$ cat config.mk
export PLATFORM = sky130hd
export DESIGN_NAME = osc_freq_cal_flat
export DESIGN_NICKNAME = d
export VERILOG_FILES = /design/src/rtl/osc_freq_cal_if.sv /design/src/rtl/osc_freq_cal.sv /design/src/flat_wrapper.sv
export SDC_FILE = /design/constraint.sdc
export NUM_CORES = 1
export LEC_CHECK = 0
export ABC_AREA = 1
export BUFFER_PORTS_ARGS = -buffer_cell sky130_fd_sc_hd__clkbuf_2
export CAP_MARGIN = 40
export CORE_AREA = 10 10 99 101
export CTS_CLUSTER_SIZE = 40
export DETAILED_ROUTE_END_ITERATION = 16
export DIE_AREA = 0 0 109 111
export HOLD_SLACK_MARGIN = 0.12
export PLACE_DENSITY = 0.8
export SLEW_MARGIN = 15
export SYNTH_ARGS = -nofsm -noshare
export SYNTH_HDL_FRONTEND = slang
export SYNTH_SLANG_ARGS = --single-unit
$ cat constraint.sdc
create_clock -name clk -period 4.5 [get_ports clk]
set_input_delay 0.9 -clock clk [delete_from_list [all_inputs] [get_ports clk]]
set_output_delay 0.9 -clock clk [all_outputs]
set_load 0.03 [all_outputs]
$ cat src/rtl/osc_freq_cal_if.sv
// Control and status bundle between the calibration loop and its host/oscillator side.
interface osc_freq_cal_if #(
    parameter int CNT_W = 12
);
    logic             glob_en;
    logic             cal_start;
    logic             osc_pulse;
    logic [CNT_W-1:0] target_cnt;
    logic [6:0]       delay_con_msb;
    logic [3:0]       delay_con_lsb;
    logic [CNT_W-1:0] meas_cnt;
    logic             cal_busy;
    logic             cal_lock;
    logic             cal_err;

    modport master (
        output glob_en, cal_start, osc_pulse, target_cnt,
        input  delay_con_msb, delay_con_lsb, meas_cnt, cal_busy, cal_lock, cal_err
    );

    modport slave (
        input  glob_en, cal_start, osc_pulse, target_cnt,
        output delay_con_msb, delay_con_lsb, meas_cnt, cal_busy, cal_lock, cal_err
    );
endinterface

$ cat src/rtl/osc_freq_cal.sv
// Ring-oscillator frequency calibration: coarse then fine binary search on the
// delay codes, followed by continuous +/-1 fine-code tracking.
module osc_freq_cal #(
    parameter int CNT_W   = 12,
    parameter int WIN_CYC = 1024,
    parameter int TOL     = 1
) (
    input logic           clk,
    input logic           rst_n,
    osc_freq_cal_if.slave bus
);
    localparam int               WIN_W    = (WIN_CYC > 1) ? $clog2(WIN_CYC) : 1;
    localparam logic [WIN_W-1:0] WIN_LAST = WIN_W'(WIN_CYC - 1);
    localparam logic [CNT_W:0]   TOL_X    = (CNT_W+1)'(TOL);
    localparam logic [2:0]       C_INIT   = 3'd4;
    localparam logic [3:0]       F_INIT   = 4'd8;

    typedef enum logic [1:0] {IDLE, CSRCH, FSRCH, TRACK} state_t;
    typedef enum logic [1:0] {SETTLE, MEASURE, DECIDE} phase_t;

    state_t           state_q, state_d;
    phase_t           phase_q, phase_d;
    logic [WIN_W-1:0] win_q, win_d;
    logic [CNT_W-1:0] pulse_q, pulse_d;
    logic [CNT_W-1:0] meas_q, meas_d;
    logic [2:0]       c_q, c_d;
    logic [3:0]       f_q, f_d;
    logic [1:0]       k_q, k_d;
    logic             busy_q, busy_d;
    logic             lock_q, lock_d;
    logic             err_q, err_d;
    logic [6:0]       msb_q;

    logic             win_end;
    logic [CNT_W-1:0] pulse_inc;
    logic             too_fast;
    logic [CNT_W:0]   meas_x;
    logic [CNT_W:0]   hi_x;
    logic [CNT_W:0]   lo_x;

    function automatic logic [6:0] therm(input logic [2:0] c);
        therm = 7'((8'd1 << c) - 8'd1);
    endfunction

    // Band limits are formed one bit wider so target+TOL cannot wrap and target-TOL floors at zero.
    always_comb begin
        win_end   = (win_q == WIN_LAST);
        pulse_inc = (pulse_q == '1) ? pulse_q : pulse_q + CNT_W'(bus.osc_pulse);
        too_fast  = (meas_q > bus.target_cnt);
        meas_x    = {1'b0, meas_q};
        hi_x      = {1'b0, bus.target_cnt} + TOL_X;
        lo_x      = ({1'b0, bus.target_cnt} >= TOL_X) ? ({1'b0, bus.target_cnt} - TOL_X) : '0;
    end

    always_comb begin
        state_d = state_q;
        phase_d = phase_q;
        win_d   = win_q;
        pulse_d = pulse_q;
        meas_d  = meas_q;
        c_d     = c_q;
        f_d     = f_q;
        k_d     = k_q;
        busy_d  = busy_q;
        lock_d  = lock_q;
        err_d   = err_q;

        if (!bus.glob_en) begin
            state_d = IDLE;
            phase_d = SETTLE;
            win_d   = '0;
            pulse_d = '0;
            c_d     = C_INIT;
            f_d     = F_INIT;
            k_d     = 2'd2;
            busy_d  = 1'b0;
            lock_d  = 1'b0;
        end else if (state_q == IDLE) begin
            if (bus.cal_start) begin
                state_d = CSRCH;
                phase_d = SETTLE;
                win_d   = '0;
                pulse_d = '0;
                c_d     = C_INIT;
                f_d     = F_INIT;
                k_d     = 2'd2;
                busy_d  = 1'b1;
                lock_d  = 1'b0;
                err_d   = 1'b0;
            end
        end else begin
            case (phase_q)
                SETTLE, MEASURE: begin
                    if (win_end) begin
                        win_d   = '0;
                        pulse_d = '0;
                        meas_d  = pulse_inc;
                        phase_d = (phase_q == SETTLE) ? MEASURE : DECIDE;
                    end else begin
                        win_d   = win_q + WIN_W'(1);
                        pulse_d = pulse_inc;
                    end
                end
                default: begin
                    // Codes only change here, once per settle+measure+decide evaluation.
                    phase_d = SETTLE;
                    win_d   = '0;
                    pulse_d = '0;
                    case (state_q)
                        CSRCH: begin
                            if (!too_fast) c_d[k_q] = 1'b0;
                            if (k_q != 2'd0) begin
                                c_d[k_q - 2'd1] = 1'b1;
                                k_d             = k_q - 2'd1;
                            end else begin
                                state_d = FSRCH;
                                f_d     = F_INIT;
                                k_d     = 2'd3;
                            end
                        end
                        FSRCH: begin
                            if (!too_fast) f_d[k_q] = 1'b0;
                            if (k_q != 2'd0) begin
                                f_d[k_q - 2'd1] = 1'b1;
                                k_d             = k_q - 2'd1;
                            end else begin
                                state_d = TRACK;
                                busy_d  = 1'b0;
                            end
                        end
                        default: begin
                            if (meas_x > hi_x) begin
                                lock_d = 1'b0;
                                if (f_q == 4'd15) err_d = 1'b1;
                                else              f_d   = f_q + 4'd1;
                            end else if (meas_x < lo_x) begin
                                lock_d = 1'b0;
                                if (f_q == 4'd0) err_d = 1'b1;
                                else             f_d   = f_q - 4'd1;
                            end else begin
                                lock_d = 1'b1;
                            end
                        end
                    endcase
                end
            endcase
        end
    end

    always_ff @(posedge clk or negedge rst_n) begin
        if (!rst_n) begin
            state_q <= IDLE;
            phase_q <= SETTLE;
            win_q   <= '0;
            pulse_q <= '0;
            meas_q  <= '0;
            c_q     <= C_INIT;
            f_q     <= F_INIT;
            k_q     <= 2'd2;
            busy_q  <= 1'b0;
            lock_q  <= 1'b0;
            err_q   <= 1'b0;
            msb_q   <= 7'b0001111;
        end else begin
            state_q <= state_d;
            phase_q <= phase_d;
            win_q   <= win_d;
            pulse_q <= pulse_d;
            meas_q  <= meas_d;
            c_q     <= c_d;
            f_q     <= f_d;
            k_q     <= k_d;
            busy_q  <= busy_d;
            lock_q  <= lock_d;
            err_q   <= err_d;
            msb_q   <= therm(c_d);
        end
    end

    assign bus.delay_con_msb = msb_q;
    assign bus.delay_con_lsb = f_q;
    assign bus.meas_cnt      = meas_q;
    assign bus.cal_busy      = busy_q;
    assign bus.cal_lock      = lock_q;
    assign bus.cal_err       = err_q;
endmodule

$ cat src/flat_wrapper.sv
// flat-port wrapper written by rule: the top's interface ports become plain ports
module osc_freq_cal_flat 
#(
    parameter int CNT_W   = 12,
    parameter int WIN_CYC = 1024,
    parameter int TOL     = 1
)
  (clk, rst_n, bus_glob_en, bus_cal_start, bus_osc_pulse, bus_target_cnt, bus_delay_con_msb, bus_delay_con_lsb, bus_meas_cnt, bus_cal_busy, bus_cal_lock, bus_cal_err);
  osc_freq_cal_if #(.CNT_W(CNT_W)) bus_i ();
  input logic clk;
  input logic rst_n;
  input wire logic [$bits(bus_i.glob_en)-1:0] bus_glob_en;
  input wire logic [$bits(bus_i.cal_start)-1:0] bus_cal_start;
  input wire logic [$bits(bus_i.osc_pulse)-1:0] bus_osc_pulse;
  input wire logic [$bits(bus_i.target_cnt)-1:0] bus_target_cnt;
  output wire logic [$bits(bus_i.delay_con_msb)-1:0] bus_delay_con_msb;
  output wire logic [$bits(bus_i.delay_con_lsb)-1:0] bus_delay_con_lsb;
  output wire logic [$bits(bus_i.meas_cnt)-1:0] bus_meas_cnt;
  output wire logic [$bits(bus_i.cal_busy)-1:0] bus_cal_busy;
  output wire logic [$bits(bus_i.cal_lock)-1:0] bus_cal_lock;
  output wire logic [$bits(bus_i.cal_err)-1:0] bus_cal_err;
  assign bus_i.glob_en = bus_glob_en;
  assign bus_i.cal_start = bus_cal_start;
  assign bus_i.osc_pulse = bus_osc_pulse;
  assign bus_i.target_cnt = bus_target_cnt;
  assign bus_delay_con_msb = bus_i.delay_con_msb;
  assign bus_delay_con_lsb = bus_i.delay_con_lsb;
  assign bus_meas_cnt = bus_i.meas_cnt;
  assign bus_cal_busy = bus_i.cal_busy;
  assign bus_cal_lock = bus_i.cal_lock;
  assign bus_cal_err = bus_i.cal_err;
  osc_freq_cal #(.CNT_W(CNT_W), .WIN_CYC(WIN_CYC), .TOL(TOL)) u_core (.clk(clk), .rst_n(rst_n), .bus(bus_i));
endmodule
[Word level (Yosys, flattened, before mapping)]
Index checks and enable logic that the tools add are counted.
Operators by class
  add/subtract/negate cells: 8
  magnitude comparators: 8
  equality and inequality tests: 23
  shifts and indexed selects: 1
  muxes and demuxes: 83
  bitwise operators: 7
  reductions and logical operators: 18
Operators with widths (number)
  12-bit two-way mux: 6
  4-bit two-way mux: 15
  10-bit two-way mux: 5
  2-bit two-way mux: 18
  3-bit two-way mux: 11
  1-bit two-way mux: 22
  12-bit by 1-bit adder with 13-bit output (second input constant): 1
  12-bit by 13-bit > comparator with 1-bit output: 1
  12-bit by 13-bit < comparator with 1-bit output: 1
  13-bit two-way mux: 1
  12-bit by 1-bit subtractor with 13-bit output (second input constant): 1
  12-bit by 1-bit adder with 12-bit output: 1
  12-bit equality test (second input constant): 1
  12-bit by 1-bit >= comparator with 1-bit output (second input constant): 1
  12-bit > comparator: 1
  3-bit by 2-bit != test with 1-bit output (second input constant): 4
  4-bit AND reduction: 3
  10-bit by 1-bit adder with 10-bit output (second input constant): 1
  10-bit equality test (second input constant): 1
  4-bit by 2-bit != test with 1-bit output (second input constant): 2
  4-bit by 3-bit != test with 1-bit output (second input constant): 2
  2-bit one-hot mux with 2 select lines: 2
  4-bit one-hot mux with 2 select lines: 1
  7-bit AND reduction: 1
  other kinds (36): 45
Storage, ports and cells
  register bits: 57
  word-level logic and storage cells: 160

[Depth between registers and ports, before layout]
  depth in word-level cells: 19
  gate-level depth with buffers: 26
  gate-level depth less buffers: 26

[Least setup slack after synthesis]
No wires, ideal clock.
  path kind: input to register
  start: input port bus_target_cnt[0]
  end: register u_core.f_q[3], in the netlist u_core.bus.delay_con_lsb[3]
  setup time: 0.076 ns
  arrival time: 3.688 ns
  path slack: 0.736 ns
  stages: 23
  path buffers: 0
  path through: ha_1 nand2_1 nor2_2 inv_1 nor4_1 nand2_1 xor2_1 ha_1 a21oi_1 nand3b_1 nand2_1 nor2_1 nand2_2 nand2_2 ha_1 a21oi_1 nand2_1 xor2_1 nand3_1 nand3_1 nand2_1 nand3_1 nand2_1
Between the ends
  longest elaborated chain between the ends: 12
Ends and longest elaborated chain
  from (decl): line flat_wrapper.sv:15  | input wire logic [$bits(bus_i.target_cnt)-1:0] bus_target_cnt;
  branches (longest 12 deep; another with 12-bit by 1-bit adder with 13-bit output)
  to (signal assigned): line osc_freq_cal.sv:158  | f_q <= F_INIT;
  to (signal assigned): line osc_freq_cal.sv:171  | f_q <= f_d;
  to (decl): line osc_freq_cal.sv:27  | logic [3:0] f_q, f_d;
Parallel ways; which one is timed is not known. The select of a mux whose other input is x is not followed.
A chain may end at the register's enable or synchronous reset.

[Worst setup path after layout]
Ends and elaborated chain as after synthesis.

==> impl_summary.md <==
Synthesis
The total nets after synthesis is 714. Of the total synthesized cell area, the portion taken by full adders, half adders and majority gates is 0.143. The total of flip-flops plus latches after synthesis is 57. The sequential area share after synthesis is 0.312. The complex-gate fraction of the synthesized area was 0.120. The synthesized-area fraction occupied by and/or/nand/nor cells is 0.307. In this run the cell area of the synthesized design comes to around 4600 µm². The post-synthesis cell type count is 39. Of the total synthesized cell area, the portion taken by XOR and XNOR cells is 0.0324. A synthesized cell averages 7.12 µm². After technology mapping, the gate count stands at roughly 650. The number of warnings reported in the yosys synthesis log is 0. The combinational family with the most area after synthesis is simple AND/OR/NAND/NOR gates. The portion of synthesized area spent on multiplexers is 0.

Floorplanning
The number of placement rows is 33. The die area is 12100 µm². The boundary pin count is 43. In this run the vertical extent of the chip is between 100 and 150 µm.

The total core area is ~8000 µm². The width of the die is 109 µm. The starting density of the core is 0.576.

Finish
The finished cells cover ~5000 µm². The final layout net count is between 700 and 800. The count of inserted antenna diode cells is 0. The fraction of layout instances using a drive strength above 1 is 0.133. The relative area change from synthesis to final layout is 11.5%.

Fill cells in the final layout number between 700 and 800.

Worst setup path
In this run the worst setup path begins at bus_target_cnt[0]. Measured in cells, the most critical reg-to-reg path has a length of 17. The category of the critical setup timing path is primary input to flop.

In this run the worst setup path terminates at u_core.bus.delay_con_lsb[3]. The worst setup path is launched from a primary input. The data required time of the critical path is around 4800 ps. The endpoint of the most critical register-to-register path is u_core.bus.delay_con_lsb[3]. The arrival time of the worst setup path is around 4400 ps. The critical-path maximum fanout is 6.

In this run the critical register-to-register path is launched from u_core.bus.meas_cnt[4]. The worst setup path is captured at a flop. For flop-to-flop paths, the worst setup slack is between 1500 and 2000 ps.

Job
Across the run, the number of max-cap violations was 0.

CTS
The clock-pin slew of the registers on the worst-case setup and hold paths is 60 ps. The clock tree from TritonCTS is done. In this run, post-CTS repair resized a total of 0 instances. The number of levels in the clock H-tree is 3.

After clock tree synthesis, the flow added hold-fix buffers numbering 0. CTS placed an instance of sky130_fd_sc_hd__clkbuf_8 at the clock tree root. The latest clock arrival within the worst-skew pair is 330 ps.

Clock tree synthesis inserted a total of 9 buffers. The clock passes through at most 2 buffers. The post-CTS setup repair buffer count is 0. The TritonCTS sink count is 57.

Global route
The remaining global-route overflow is 0. The maximum number of pins on one net before global-route repair is 30. The initial antenna violation count is 0.

The global router's overall resource usage is 0.196. The via count of the first global-routing pass was approximately 4300. The first global-routing pass estimated 19700 µm of wire.

Routing
The mean routed wirelength per cell is 14.5 µm. The number of routed nets with antenna violations is 0. The overall via count from detail_route is approximately 4500. The violation count after the first detailed-route iteration is slightly above 300.

For this run, design rule violations remaining after detail routing come to 0. In the routed layout, each cell is associated on average with a via count of 5.58. Before antenna repair, the detailed router went through 5 iterations. The routed design has roughly 12000 µm of wire.

Timing
The number of pins exceeding their max-slew limit in the final report is 0. The total setup violations reported at the end of the flow is 0. The minimum period implied by the final worst setup slack is between 4000 and 5000 ps. The final count of hold timing violations is 0.

After routing, the total negative slack on setup checks comes to 0 ps. The max-slew headroom at the worst pin is 0.516. Setup repair after global routing left no endpoint under its margin. The clock tree skew after final layout is 6.20 ps. Based on the critical path, the design can be clocked at up to roughly 250 MHz. The transition time of the tightest slew-check pin is between 700 and 800 ps. Of the available clock period, the critical path in the final layout requires 0.905.

Power and ir drop
The share of total power in sequential cells is 0.352. The switching fraction of total power is 0.384. The peak supply drop is ~0.27 mV.

In this run the static leakage power is about 2.6 nW. Of the total power, the clock network draws 0.286. The internal portion of the total power is approximately 0.0011 W. The design draws between 0.0015 and 0.002 W.

For this design the total switching power over the nets is roughly 0.00067 W. The cell area power density is between 300 and 400 nW/µm². The combinational group share of total power is 0.362.

Min path
The type of the most critical hold path is flop to flop. The worst hold path begins at u_core.bus.cal_err.

Place
After detailed placement, the total cell area comes to ~4900 µm². The final weighted congestion of routability-driven global placement is between 0.8 and 0.9. The number of buffers added on ports is 42. The final HPWL from detailed placement is between 9000 and 10000 µm.

Run status
The run finished with clean final reports.
==> layout by cell type (no fill, tap or decap), types with 7 or more instances in the layout <==
| master | n |
|---|---|
| sky130_fd_sc_hd__ha_1 | 51 |
| sky130_fd_sc_hd__o21ai_0 | 45 |
| sky130_fd_sc_hd__clkbuf_8 | 12 |
| sky130_fd_sc_hd__o22ai_1 | 9 |
| sky130_fd_sc_hd__nand4_1 | 17 |
| sky130_fd_sc_hd__nand2_1 | 158 |
| sky130_fd_sc_hd__inv_1 | 88 |
| sky130_fd_sc_hd__nor2_1 | 62 |
| sky130_fd_sc_hd__xor2_1 | 16 |
| sky130_fd_sc_hd__a21oi_1 | 29 |
| sky130_fd_sc_hd__clkbuf_2 | 42 |
| sky130_fd_sc_hd__dfstp_2 | 7 |
| sky130_fd_sc_hd__dfrtp_1 | 50 |
| sky130_fd_sc_hd__nor3_1 | 11 |
| sky130_fd_sc_hd__nand3_1 | 40 |
==> sequential cells by signal, summed over array words and instances (netlist names), 2 cells and up <==
register / cells
u_core.win_q: 10
u_core.pulse_q: 12
u_core.phase_q: 2
u_core.bus.meas_cnt: 12
u_core.bus.delay_con_lsb: 4
u_core.c_q: 3
u_core.k_q: 2
u_core.state_q: 2
u_core.bus.delay_con_msb: 7
==> cell families after synthesis <==
| family | Yosys count |
|---|---|
| xor gates and xnor gates | 17 |
| buffers and inverters | 102 |
| AOI/OAI and AO/OA | 99 |
| adders and majority gates | 52 |
| and+or+nand+nor | 318 |
| DFF | 57 |
==> worst min path at each step <==
stage,slack [ps],endpoint,cells past startpoint
2_1_floorplan,460,u_core.phase_q[0],1
3_3_place_gp,460,u_core.bus.cal_err,2
3_5_place_dp,470,u_core.bus.cal_err,2
4_1_cts,480,u_core.bus.cal_err,2
5_1_grt,520,u_core.bus.cal_err,2
6_report,480,u_core.bus.cal_err,2
==> worst max-delay path, cell delays in order <==
cell                       delay, ps
sky130_fd_sc_hd__clkbuf_2        140
sky130_fd_sc_hd__ha_1            200
sky130_fd_sc_hd__nand2_1          80
sky130_fd_sc_hd__nor2_2          160
sky130_fd_sc_hd__inv_1            80
sky130_fd_sc_hd__nor4_1          360
sky130_fd_sc_hd__nand2_1         120
sky130_fd_sc_hd__xor2_1          170
sky130_fd_sc_hd__ha_1            320
sky130_fd_sc_hd__a21oi_1         160
sky130_fd_sc_hd__nand3b_1        120
sky130_fd_sc_hd__nand2_1          50
sky130_fd_sc_hd__nor2_1          120
sky130_fd_sc_hd__nand2_2         110
sky130_fd_sc_hd__nand2_2         150
sky130_fd_sc_hd__ha_1            290
sky130_fd_sc_hd__a21oi_1         190
sky130_fd_sc_hd__nand2_1          90
sky130_fd_sc_hd__xor2_1          180
sky130_fd_sc_hd__inv_1            70
sky130_fd_sc_hd__nand2_1          60
sky130_fd_sc_hd__nand3_1          60
sky130_fd_sc_hd__nand2_1          60
sky130_fd_sc_hd__nand3_1          60
sky130_fd_sc_hd__nand2_1          60
==> metrics by stage <==
step	worst slack [ps]	hold WS, ps	util	instances
2_1_floorplan	736	457	-	645
6_report	428	481	0.643	802
5_1_grt	234	519	0.643	802
3_5_place_dp	195	465	0.617	786
4_1_cts	530	482	0.643	802
3_3_place_gp	383	462	0.617	786
==> synthesized netlist by cell type <==
cell type,number,share of area
sky130_fd_sc_hd__nand3b_1,2,0.0033
sky130_fd_sc_hd__a211oi_1,1,0.0016
sky130_fd_sc_hd__dfstp_2,7,0.040
sky130_fd_sc_hd__nor3b_1,3,0.0049
sky130_fd_sc_hd__inv_2,5,0.0041
sky130_fd_sc_hd__o21ai_2,1,0.0019
sky130_fd_sc_hd__nand2_2,6,0.0082
sky130_fd_sc_hd__a311oi_1,1,0.0019
sky130_fd_sc_hd__and3_1,1,0.0014
sky130_fd_sc_hd__or2_2,3,0.0041
sky130_fd_sc_hd__nor2_1,62,0.051
sky130_fd_sc_hd__o21ai_1,2,0.0022
sky130_fd_sc_hd__buf_2,3,0.0033
sky130_fd_sc_hd__xor2_1,16,0.031
sky130_fd_sc_hd__xnor2_1,1,0.0019
sky130_fd_sc_hd__nor2_2,3,0.0041
sky130_fd_sc_hd__nand3_2,1,0.0022
sky130_fd_sc_hd__nor3_2,4,0.0087
sky130_fd_sc_hd__nand4_1,17,0.023
sky130_fd_sc_hd__a31oi_1,2,0.0027
sky130_fd_sc_hd__o31ai_1,2,0.0033
sky130_fd_sc_hd__a21o_1,1,0.0016
sky130_fd_sc_hd__o21ai_0,45,0.049
sky130_fd_sc_hd__nand3_1,40,0.044
sky130_fd_sc_hd__o21a_1,1,0.0016
sky130_fd_sc_hd__a21oi_1,29,0.032
sky130_fd_sc_hd__dfrtp_1,50,0.27
sky130_fd_sc_hd__fa_1,1,0.0044
sky130_fd_sc_hd__nor2_4,2,0.0049
sky130_fd_sc_hd__nand2_1,158,0.13
sky130_fd_sc_hd__nor4_1,5,0.0068
sky130_fd_sc_hd__inv_1,88,0.072
sky130_fd_sc_hd__ha_1,51,0.14
sky130_fd_sc_hd__clkbuf_1,5,0.0041
sky130_fd_sc_hd__a221oi_1,3,0.0057
sky130_fd_sc_hd__nor3_1,11,0.012
sky130_fd_sc_hd__a21boi_2,2,0.0049
sky130_fd_sc_hd__o22ai_1,9,0.012
sky130_fd_sc_hd__clkinv_2,1,0.0011
==> per-layer routing <==
| metal | wire [µm] | global-route usage | vias to the layer above |
|---|---|---|---|
| met5 | 0 | 0 | - |
| met4 | 198 | 0.0580 | 0 |
| met3 | 551 | 0.0453 | 19 |
| met2 | 5820 | 0.331 | 106 |
| met1 | 5100 | 0.237 | 2121 |
| li1 | - | - | 2226 |
==> cell type report <==
class / count / area [µm²] / area share
well taps: 105 / 131 / 0.0256
repair buffers: 44 / 225 / 0.0440
inverters: 94 / 354 / 0.0691
clock buffers: 14 / 173 / 0.0337
multi-input cells: 486 / 2770 / 0.541
flip-flops and latches: 57 / 1440 / 0.280
clock inverters: 2 / 35.0 / 0.00684
==> power by group through the flow <==
stage	Sequential (W)	Combinational [W]	Clock, W
global placement	0.000615	0.000604	0
finish	0.000610	0.000628	0.000495
global route	0.000618	0.000708	0.000527
floorplan	0.000655	0.000417	0
detailed placement	0.000618	0.000616	0
CTS	0.000610	0.000623	0.000503
Power figures use the tool's default switching activity.
